### config.mk
export PLATFORM = sky130hd
export DESIGN_NAME = arb_req_agent
export DESIGN_NICKNAME = d
export VERILOG_FILES = /design/src/rtl/arb_req_agent.sv
export SDC_FILE = /design/constraint.sdc
export NUM_CORES = 1
export LEC_CHECK = 0
export ABC_AREA = 0
export CAP_MARGIN = 15
export CORE_AREA = 8 8 85 68
export DETAILED_ROUTE_END_ITERATION = 12
export DIE_AREA = 0 0 93 76
export PLACE_DENSITY = 0.74
export REMOVE_ABC_BUFFERS = 1
export SLEW_MARGIN = 0
export SYNTH_ARGS = -nofsm -noshare
export SYNTH_HDL_FRONTEND = slang
export SYNTH_SLANG_ARGS = --single-unit
### constraint.sdc
create_clock -name clk_i -period 2.02 [get_ports clk_i]
set_input_delay 0.404 -clock clk_i [delete_from_list [all_inputs] [get_ports clk_i]]
set_output_delay 0.404 -clock clk_i [all_outputs]
set_load 0.02 [all_outputs]
### src/rtl/arb_req_agent.sv
// arb_req_agent: buffers upstream packet words in a small FIFO, requests the
// shared arbiter once a whole packet (or a FIFO-full cut-through chunk) is
// waiting, and streams the packet downstream after the grant.
// Optional grant-wait timeout: define ARB_REQ_TIMEOUT_EN.
module arb_req_agent #(
    parameter int unsigned DATA_W  = 8,
    parameter int unsigned DEPTH   = 4,
    parameter int unsigned TIMEOUT = 64
) (
    input  logic              clk_i,
    input  logic              rst_i,
    input  logic              in_valid_i,
    output logic              in_ready_o,
    input  logic [DATA_W-1:0] in_data_i,
    input  logic              in_last_i,
    output logic              req_o,
    input  logic              gnt_i,
    output logic              out_valid_o,
    input  logic              out_ready_i,
    output logic [DATA_W-1:0] out_data_o,
    output logic              out_last_o,
    output logic              timeout_o
);

    localparam int unsigned AW = $clog2(DEPTH);
    localparam logic [AW:0] ONE = (AW + 1)'(1);

    typedef enum logic [1:0] {
        IDLE = 2'd0,
        REQ  = 2'd1,
        XFER = 2'd2,
        REL  = 2'd3
    } state_t;

    state_t          state_q, state_d;
    logic [DATA_W:0] mem_q [DEPTH];
    logic [AW:0]     wr_ptr_q, wr_ptr_d;
    logic [AW:0]     rd_ptr_q, rd_ptr_d;
    logic [AW:0]     pkt_cnt_q, pkt_cnt_d;
    logic [DATA_W:0] head;
    logic            head_last;
    logic            full, empty, push, pop;
    logic            tmo_hit;

    // FIFO status; pointers carry one wrap bit to tell full from empty
    assign empty      = (wr_ptr_q == rd_ptr_q);
    assign full       = (wr_ptr_q[AW] != rd_ptr_q[AW]) &&
                        (wr_ptr_q[AW-1:0] == rd_ptr_q[AW-1:0]);
    assign in_ready_o = !full;
    assign push       = in_valid_i && !full;

    assign head        = mem_q[rd_ptr_q[AW-1:0]];
    assign head_last   = head[DATA_W];
    assign out_data_o  = head[DATA_W-1:0];
    assign out_last_o  = head_last;
    assign out_valid_o = (state_q == XFER) && !empty;
    assign pop         = out_valid_o && out_ready_i;
    assign req_o       = (state_q == REQ) || (state_q == XFER);

    // FIFO storage write port; contents need no reset since pointers gate reads
    always_ff @(posedge clk_i) begin
        if (push) begin
            mem_q[wr_ptr_q[AW-1:0]] <= {in_last_i, in_data_i};
        end
    end

    // next pointers and complete-packet count
    always_comb begin
        wr_ptr_d  = push ? wr_ptr_q + ONE : wr_ptr_q;
        rd_ptr_d  = pop  ? rd_ptr_q + ONE : rd_ptr_q;
        pkt_cnt_d = pkt_cnt_q;
        if ((push && in_last_i) && !(pop && head_last)) begin
            pkt_cnt_d = pkt_cnt_q + ONE;
        end else if (!(push && in_last_i) && (pop && head_last)) begin
            pkt_cnt_d = pkt_cnt_q - ONE;
        end
    end

`ifdef ARB_REQ_TIMEOUT_EN
    localparam int unsigned TW = $clog2(TIMEOUT + 1);

    logic [TW-1:0] tmo_cnt_q, tmo_cnt_d;
    logic          timeout_q;

    assign tmo_hit   = (state_q == REQ) && !gnt_i && (tmo_cnt_q == TW'(TIMEOUT - 1));
    assign timeout_o = timeout_q;

    // counts cycles spent in REQ; held at zero elsewhere so each entry starts fresh
    always_comb begin
        tmo_cnt_d = '0;
        if (state_q == REQ) begin
            tmo_cnt_d = tmo_cnt_q + TW'(1);
        end
    end

    // timeout counter and one-cycle pulse register (pulse lines up with REL)
    always_ff @(posedge clk_i or posedge rst_i) begin
        if (rst_i) begin
            tmo_cnt_q <= '0;
            timeout_q <= 1'b0;
        end else begin
            tmo_cnt_q <= tmo_cnt_d;
            timeout_q <= tmo_hit;
        end
    end
`else
    assign tmo_hit   = 1'b0;
    assign timeout_o = 1'b0;
`endif

    // request FSM next-state logic
    always_comb begin
        state_d = state_q;
        case (state_q)
            IDLE: begin
                if ((pkt_cnt_q != '0) || (full && (pkt_cnt_q == '0))) begin
                    state_d = REQ;
                end
            end
            REQ: begin
                if (gnt_i) begin
                    state_d = XFER;
                end else if (tmo_hit) begin
                    state_d = REL;
                end
            end
            XFER: begin
                if (pop && head_last) begin
                    state_d = REL;
                end
            end
            REL:     state_d = IDLE;
            default: state_d = IDLE;
        endcase
    end

    // state, pointer and packet-count registers
    always_ff @(posedge clk_i or posedge rst_i) begin
        if (rst_i) begin
            state_q   <= IDLE;
            wr_ptr_q  <= '0;
            rd_ptr_q  <= '0;
            pkt_cnt_q <= '0;
        end else begin
            state_q   <= state_d;
            wr_ptr_q  <= wr_ptr_d;
            rd_ptr_q  <= rd_ptr_d;
            pkt_cnt_q <= pkt_cnt_d;
        end
    end

endmodule

; Word level (Yosys, flattened, before mapping)
; Memories as Yosys holds them, arrays and structs flattened.
; Cells that the tools add are included.
[op_classes]
add_sub_neg = 4
eq_ne = 9
n_mux = 8
n_reduce_logical = 20
[op_table]
columns = cell, count
row1 = "3-bit by 1-bit adder with 3-bit output, second input constant", 3
row2 = 1-bit logical AND, 9
row3 = 2-bit one-hot mux with 4 select lines, 1
row4 = 2-bit 2-to-1 mux, 3
row5 = 3-bit 2-to-1 mux, 2
row6 = "2-bit equality test, second input constant", 2
row7 = 1-bit zero test, 4
row8 = "2-bit inequality test, second input constant", 2
row9 = 3-bit equality test, 1
row10 = 3-bit zero test, 1
row11 = 3-bit AND reduction, 1
row12 = 3-bit nonzero test, 1
row13 = "3-bit by 1-bit subtractor with 3-bit output, second input constant", 1
row14 = "2-bit by 1-bit equality test with 1-bit output, second input constant", 1
row15 = 2-bit equality test, 1
row16 = 2-bit zero test, 1
row17 = 1-bit logical OR, 2
row18 = 1-bit 2-to-1 mux, 2
row19 = "2-bit by 1-bit inequality test with 1-bit output, second input constant", 1
row20 = 2-bit nonzero test, 1
row21 = 1-bit inequality test, 1
[word_totals]
regBits = 11
ramBits = 36
input_bits = 14
out_inout_bits = 13
wordCells = 46
mem_count = 1
[memory_table]
columns = memory, words, word_bits, rd, rd_ports_with_merged_regs, wr, line
row1 = mem_q, 4, 9, 1, 0, 1, 36  ; logic [DATA_W:0] mem_q [DEPTH];

; Longest topological paths before layout
; Gate-level depths: netlist of the first run.
[logic_depth]
depth_word = 9
ltp_mapped = 11
mapped_depth_nobuf = 11

; Least setup slack after synthesis of the first run
; Ideal clock, no wire load.
[synth_path]
path_kind = register -> register
startpoint = register rd_ptr_q[0]
endpoint = register pkt_cnt_q[1]
setup_time_ps = 125
arrival_time_ps = 2156
required_ps = 1895
path_slack_ps = -261
path_stages_with_launch = 9
path_buffers = 1
synth_period_minus_slack_ps = 2281
cell_sequence = dfrtp_1 -> buf_6 -> xnor2_4 -> nand3_2 -> and3_2 -> ha_1 -> inv_1 -> fa_1 -> mux2_2
[synth_between]
elab_cells_between_ends = 17
classes_between = 2 x eq/ne / 1 x mux / 13 x reduce/logical / 1 x memory
[synth_lines]
columns = item, line
row1 = start: declaration, 38  ; logic [AW:0] rd_ptr_q, rd_ptr_d;
row2 = start signal: assignment, 147  ; rd_ptr_q <= rd_ptr_d;
row3 = 2-bit equality test, 48  ; (wr_ptr_q[AW-1:0] == rd_ptr_q[AW-1:0]);
row4 = 1-bit logical AND, 47  ; assign full = (wr_ptr_q[AW] != rd_ptr_q[AW]) &&
row5 = 1-bit zero test, -
row6 = net in_ready_o, 13  ; output logic in_ready_o,
row7 = 1-bit logical AND, 50  ; assign push = in_valid_i && !full;
row8 = 1-bit logical AND, "72, 74"
row9 = 1-bit logical AND, 72  ; if ((push && in_last_i) && !(pop && head_last)) begin
row10 = 3-bit 2-to-1 mux, 72
row11 = net pkt_cnt_d[1], 39  ; logic [AW:0] pkt_cnt_q, pkt_cnt_d;
row12 = end signal: assignment, 148  ; pkt_cnt_q <= pkt_cnt_d;
row13 = end: declaration, 39
; The timed path passes the listed nets, and every way through them passes these cells.
; A chain may end at the register's enable or synchronous reset.

; Worst setup path in the final report of the first run
[layout_path]
startpoint = register rd_ptr_q[0]
endpoint = output out_last_o
[layout_between]
elab_chain_len = 1
[layout_rtl]
columns = item, line
row1 = memory read 4 x 9 bit, -
row2 = end: declaration, 21  ; output logic out_last_o,
; Every way passes these cells.

==> flow_metrics.py, run 1 <==
metrics = {
    "route": {
        "antenna_left": 0,
        "dr.pass1.iters": 4,
        "totalWireLength_mm": 3.65,
        "drc": 0,
        "num_vias": 1082,
        "vias_per_cell": 4.92,
        "drt_iter0_markers": 27,
        "wl_per_cell_um": 16.6,
    },
    "yosys": {
        "syn_inst": 112,
        "synthTopCellsByArea": "edfxtp_1 51%, dfrtp_1 13%, mux4_1 11%",
        "ys_ff_latch": 47,
        "synth-adder-area-share_pct": 6.86,
        "synthDistinctLibCells": 27,
        "synth_xor_area_share_pct": 6.33,
        "synth_compound_area_share_pct": 2.84,
        "postSynthAreaPerCell_sq_um": 18.9,
        "synth_area_leader_cell": "edfxtp_1",
        "yosys.area_share.simple_pct": 4.02,
        "synth_top_family_by_area": "multiplexers",
        "muxShareOfSynthArea_pct": 13.0,
        "ys_seq_area_share_pct": 64.1,
        "synth.cell_area_sq_um": 2110,
        "ys_warn_count": 0,
        "synth_top_cell_area_share_pct": 51.1,
    },
    "clock_tree": {
        "cts_tree": "built",
        "htreeDepth": 2,
        "clock_path_buffers": 2,
        "path_clk_slew_ps": 80,
        "cts-root-buf": "clkbuf_8",
        "ctsHoldBuffers": 0,
        "clock-sinks": 47,
        "cts_made_buffers": 5,
        "worstSkewPairLatency_ps": 300,
    },
    "placement": {
        "portBuffers": 25,
        "postPlaceCellArea_sq_um": 2530,
        "post-place-cells": 209,
        "hpwl_mm": 2.57,
        "place.gp.congestion": 0.772,
    },
    "final_layout": {
        "antenna_cells": 0,
        "nets": 184,
        "finalInstanceArea_sq_um": 2610,
        "area_delta_synth_final_pct": 23.6,
        "drive_gt1_share_pct": 38.1,
        "finalNonFillerCells": 220,
    },
    "outcome": {
        "violations": "setup timing",
        "outcome": "finished, violations left",
    },
    "global_route": {
        "grt.total_usage_pct": 11.0,
        "grt_start_max_net_pins": 16,
        "overflow": 0,
        "grt_pass1_wl_mm": 5.87,
        "grt_pass1_vias": 1184,
        "grt_antenna_before_repair": 0,
    },
    "power": {
        "p_sw_share_pct": 36.0,
        "power.internal_uw": 2640,
        "p_per_area_nw_per_um2": 1580,
        "pwr-share-comb_pct": 49.5,
        "p_leak_uw": 0.00100,
        "peakVddDrop_mv": 0.667,
        "pwr-share-seq_pct": 37.2,
        "power.switching_uw": 1490,
        "power_frac_clock_pct": 13.3,
    },
    "worst_hold_path": {
        "hold_class": "in -> async",
    },
    "timing": {
        "hold_viol": 0,
        "setup_ws_ps": -76.8,
        "setup_tns_ps": -173,
        "setup_violations": 3,
        "min_period_ps": 2100,
        "skew_ps": 3.52,
        "max_freq_mhz": 477,
        "min_period_over_period_pct": 104,
        "final_max_slew_viol_count": 0,
        "whs_ps": 393,
        "rsz0062_at_grt": "yes",
    },
    "flow_run": {
        "drv_cap": 0,
    },
    "critical_path": {
        "r2r_slack_ps": -50,
        "endpoint_kind": "output port",
        "cp.arrival_ps": 1690,
        "worstReg2RegStart": "rd_ptr_q[0]$_DFFE_PP0P_",
        "worst-path-buf-inv": 3,
        "crit_fanout": 4,
        "critPathMaxStageDelay_ps": 550,
        "crit_family": "multiplexers",
        "startpoint": "rd_ptr_q[0]$_DFFE_PP0P_",
        "crit_chain": "mux4_2 > buf_4 > buf_4 > buf_4",
        "crit_required_ps": 1620,
        "crit_slowest_cell": "mux4_2",
        "critPathKind": "reg -> out",
        "rr_endpoint": "pkt_cnt_q[1]$_DFFE_PP0P_",
        "path_common_cell": "buf_4",
        "ff2ff_path_depth": 8,
        "startpoint_type": "flop",
    },
    "die": {
        "die_w_um": 93,
        "rows": 22,
        "die_y_um": 76,
        "core_sq_um": 4570,
        "die-area_sq_um": 7070,
        "initial_utilization_pct": 46.3,
        "ios": 27,
    },
}
final cells by class:
type / instances / area (sq um)
inverter: 8 / 30.0
clock inverter: 3 / 20.0
fill: 376 / 1960
multi-input combinational: 54 / 701
sequential: 47 / 1360
clock buffer: 5 / 68.8
timing repair buffer: 43 / 360
tap: 60 / 75.1
through the flow:
stage               setup WS [ps]  utilization (%)  power (uW)
floorplan                    -612                -        2740
detailed placement           -263             55.3        3590
CTS                         -91.2             57.0        4070
global placement             -187             55.3        3510
finish                      -76.8             57.2        4130
global route                 -137             57.2        4370
worst max-delay path by stage:
stage                                     to  slack, ps  cells past startpoint
floorplan           pkt_cnt_q[2]$_DFFE_PP0P_       -610                      8
finish                            out_last_o        -80                      4
detailed placement  pkt_cnt_q[2]$_DFFE_PP0P_       -260                      8
CTS                 pkt_cnt_q[2]$_DFFE_PP0P_        -90                      8
global placement    pkt_cnt_q[1]$_DFFE_PP0P_       -190                      8
global route        pkt_cnt_q[2]$_DFFE_PP0P_       -140                      8
power groups by stage:
stage | Clock [uW] | Sequential [uW] | Combinational [uW]
after detailed placement | 0 | 1540 | 2050
after CTS | 569 | 1530 | 1970
after global routing | 597 | 1570 | 2200
final | 551 | 1530 | 2040
after global placement | 0 | 1520 | 1980
after floorplan | 0 | 1560 | 1180
metal layers:
metal | wire length [um] | global-route usage [%] | up-vias
met3 | 122 | 3.15 | 7
met4 | 91 | 6.90 | 0
li1 | - | - | 513
met1 | 1590 | 12.4 | 545
met2 | 1850 | 17.7 | 17
met5 | 0 | 0 | -
kinds of logic after synthesis:
group / Yosys count
DFF: 47
other: 1
AOI/OAI and AO/OA: 6
and+or+nand+nor: 13
xor gates and xnor gates: 11
adders and majority gates: 11
muxes: 12
buffers and inverters: 11
layout by cell type (no fill, tap or decap), types with 4 or more instances in the layout:
master           count
and3_2               4
buf_2                4
buf_4               21
clkbuf_8             5
clkdlybuf4s50_1     13
dfrtp_1             10
edfxtp_1            36
ha_1                 8
inv_1                7
mux4_2               6
xnor2_1              4
xor2_1               5
worst register-to-register path: cells and delay by family (launching register included):
family                   cells  cell delay (ps)
XOR/XNOR                     1              190
adder cells (fa/ha/maj)      2              570
buffers and inverters        2              200
flip-flops                   1              450
multiplexers                 1              260
AND/OR/NAND/NOR              2              300
synth_stat cells, drive strengths merged:
cell,number
edfxtp,36
a31oi,2
mux2,3
xnor2,6
xor2,5
and3,5
nand2,4
nor4b,1
fa,1
ha,10
dfrtp,11
nand3,1
mux4,9
nor2,1
o21ai,1
a21oi,1
buf,3
o32a,1
a22o,1
conb,1
and2,1
inv,8
state kept, by name, summed over array words and instances (netlist names):
register   cells
wr_ptr_q       3
state_q        2
pkt_cnt_q      3
mem_q         36
rd_ptr_q       3
timing repair:
action / in CTS / in global routing
setup buffers: 2 / 1
resized for setup: 54 / 11
pin swaps: 8 / 4
cloned: 0 / 0
endpoints found under the setup margin: 14 / 11
(Power assumes the default switching activity.)
==> run 2, diff against run 1 <==
- CTS_CLUSTER_DIAMETER: default -> 100
==> results of run 2 <==
Final layout, timing and power as in run 1 (identical DEF).
==> run 3, diff against run 2 <==
- CTS_CLUSTER_SIZE: default -> 30
==> results of run 3 <==
Final layout, timing and power as in run 1 (identical DEF).
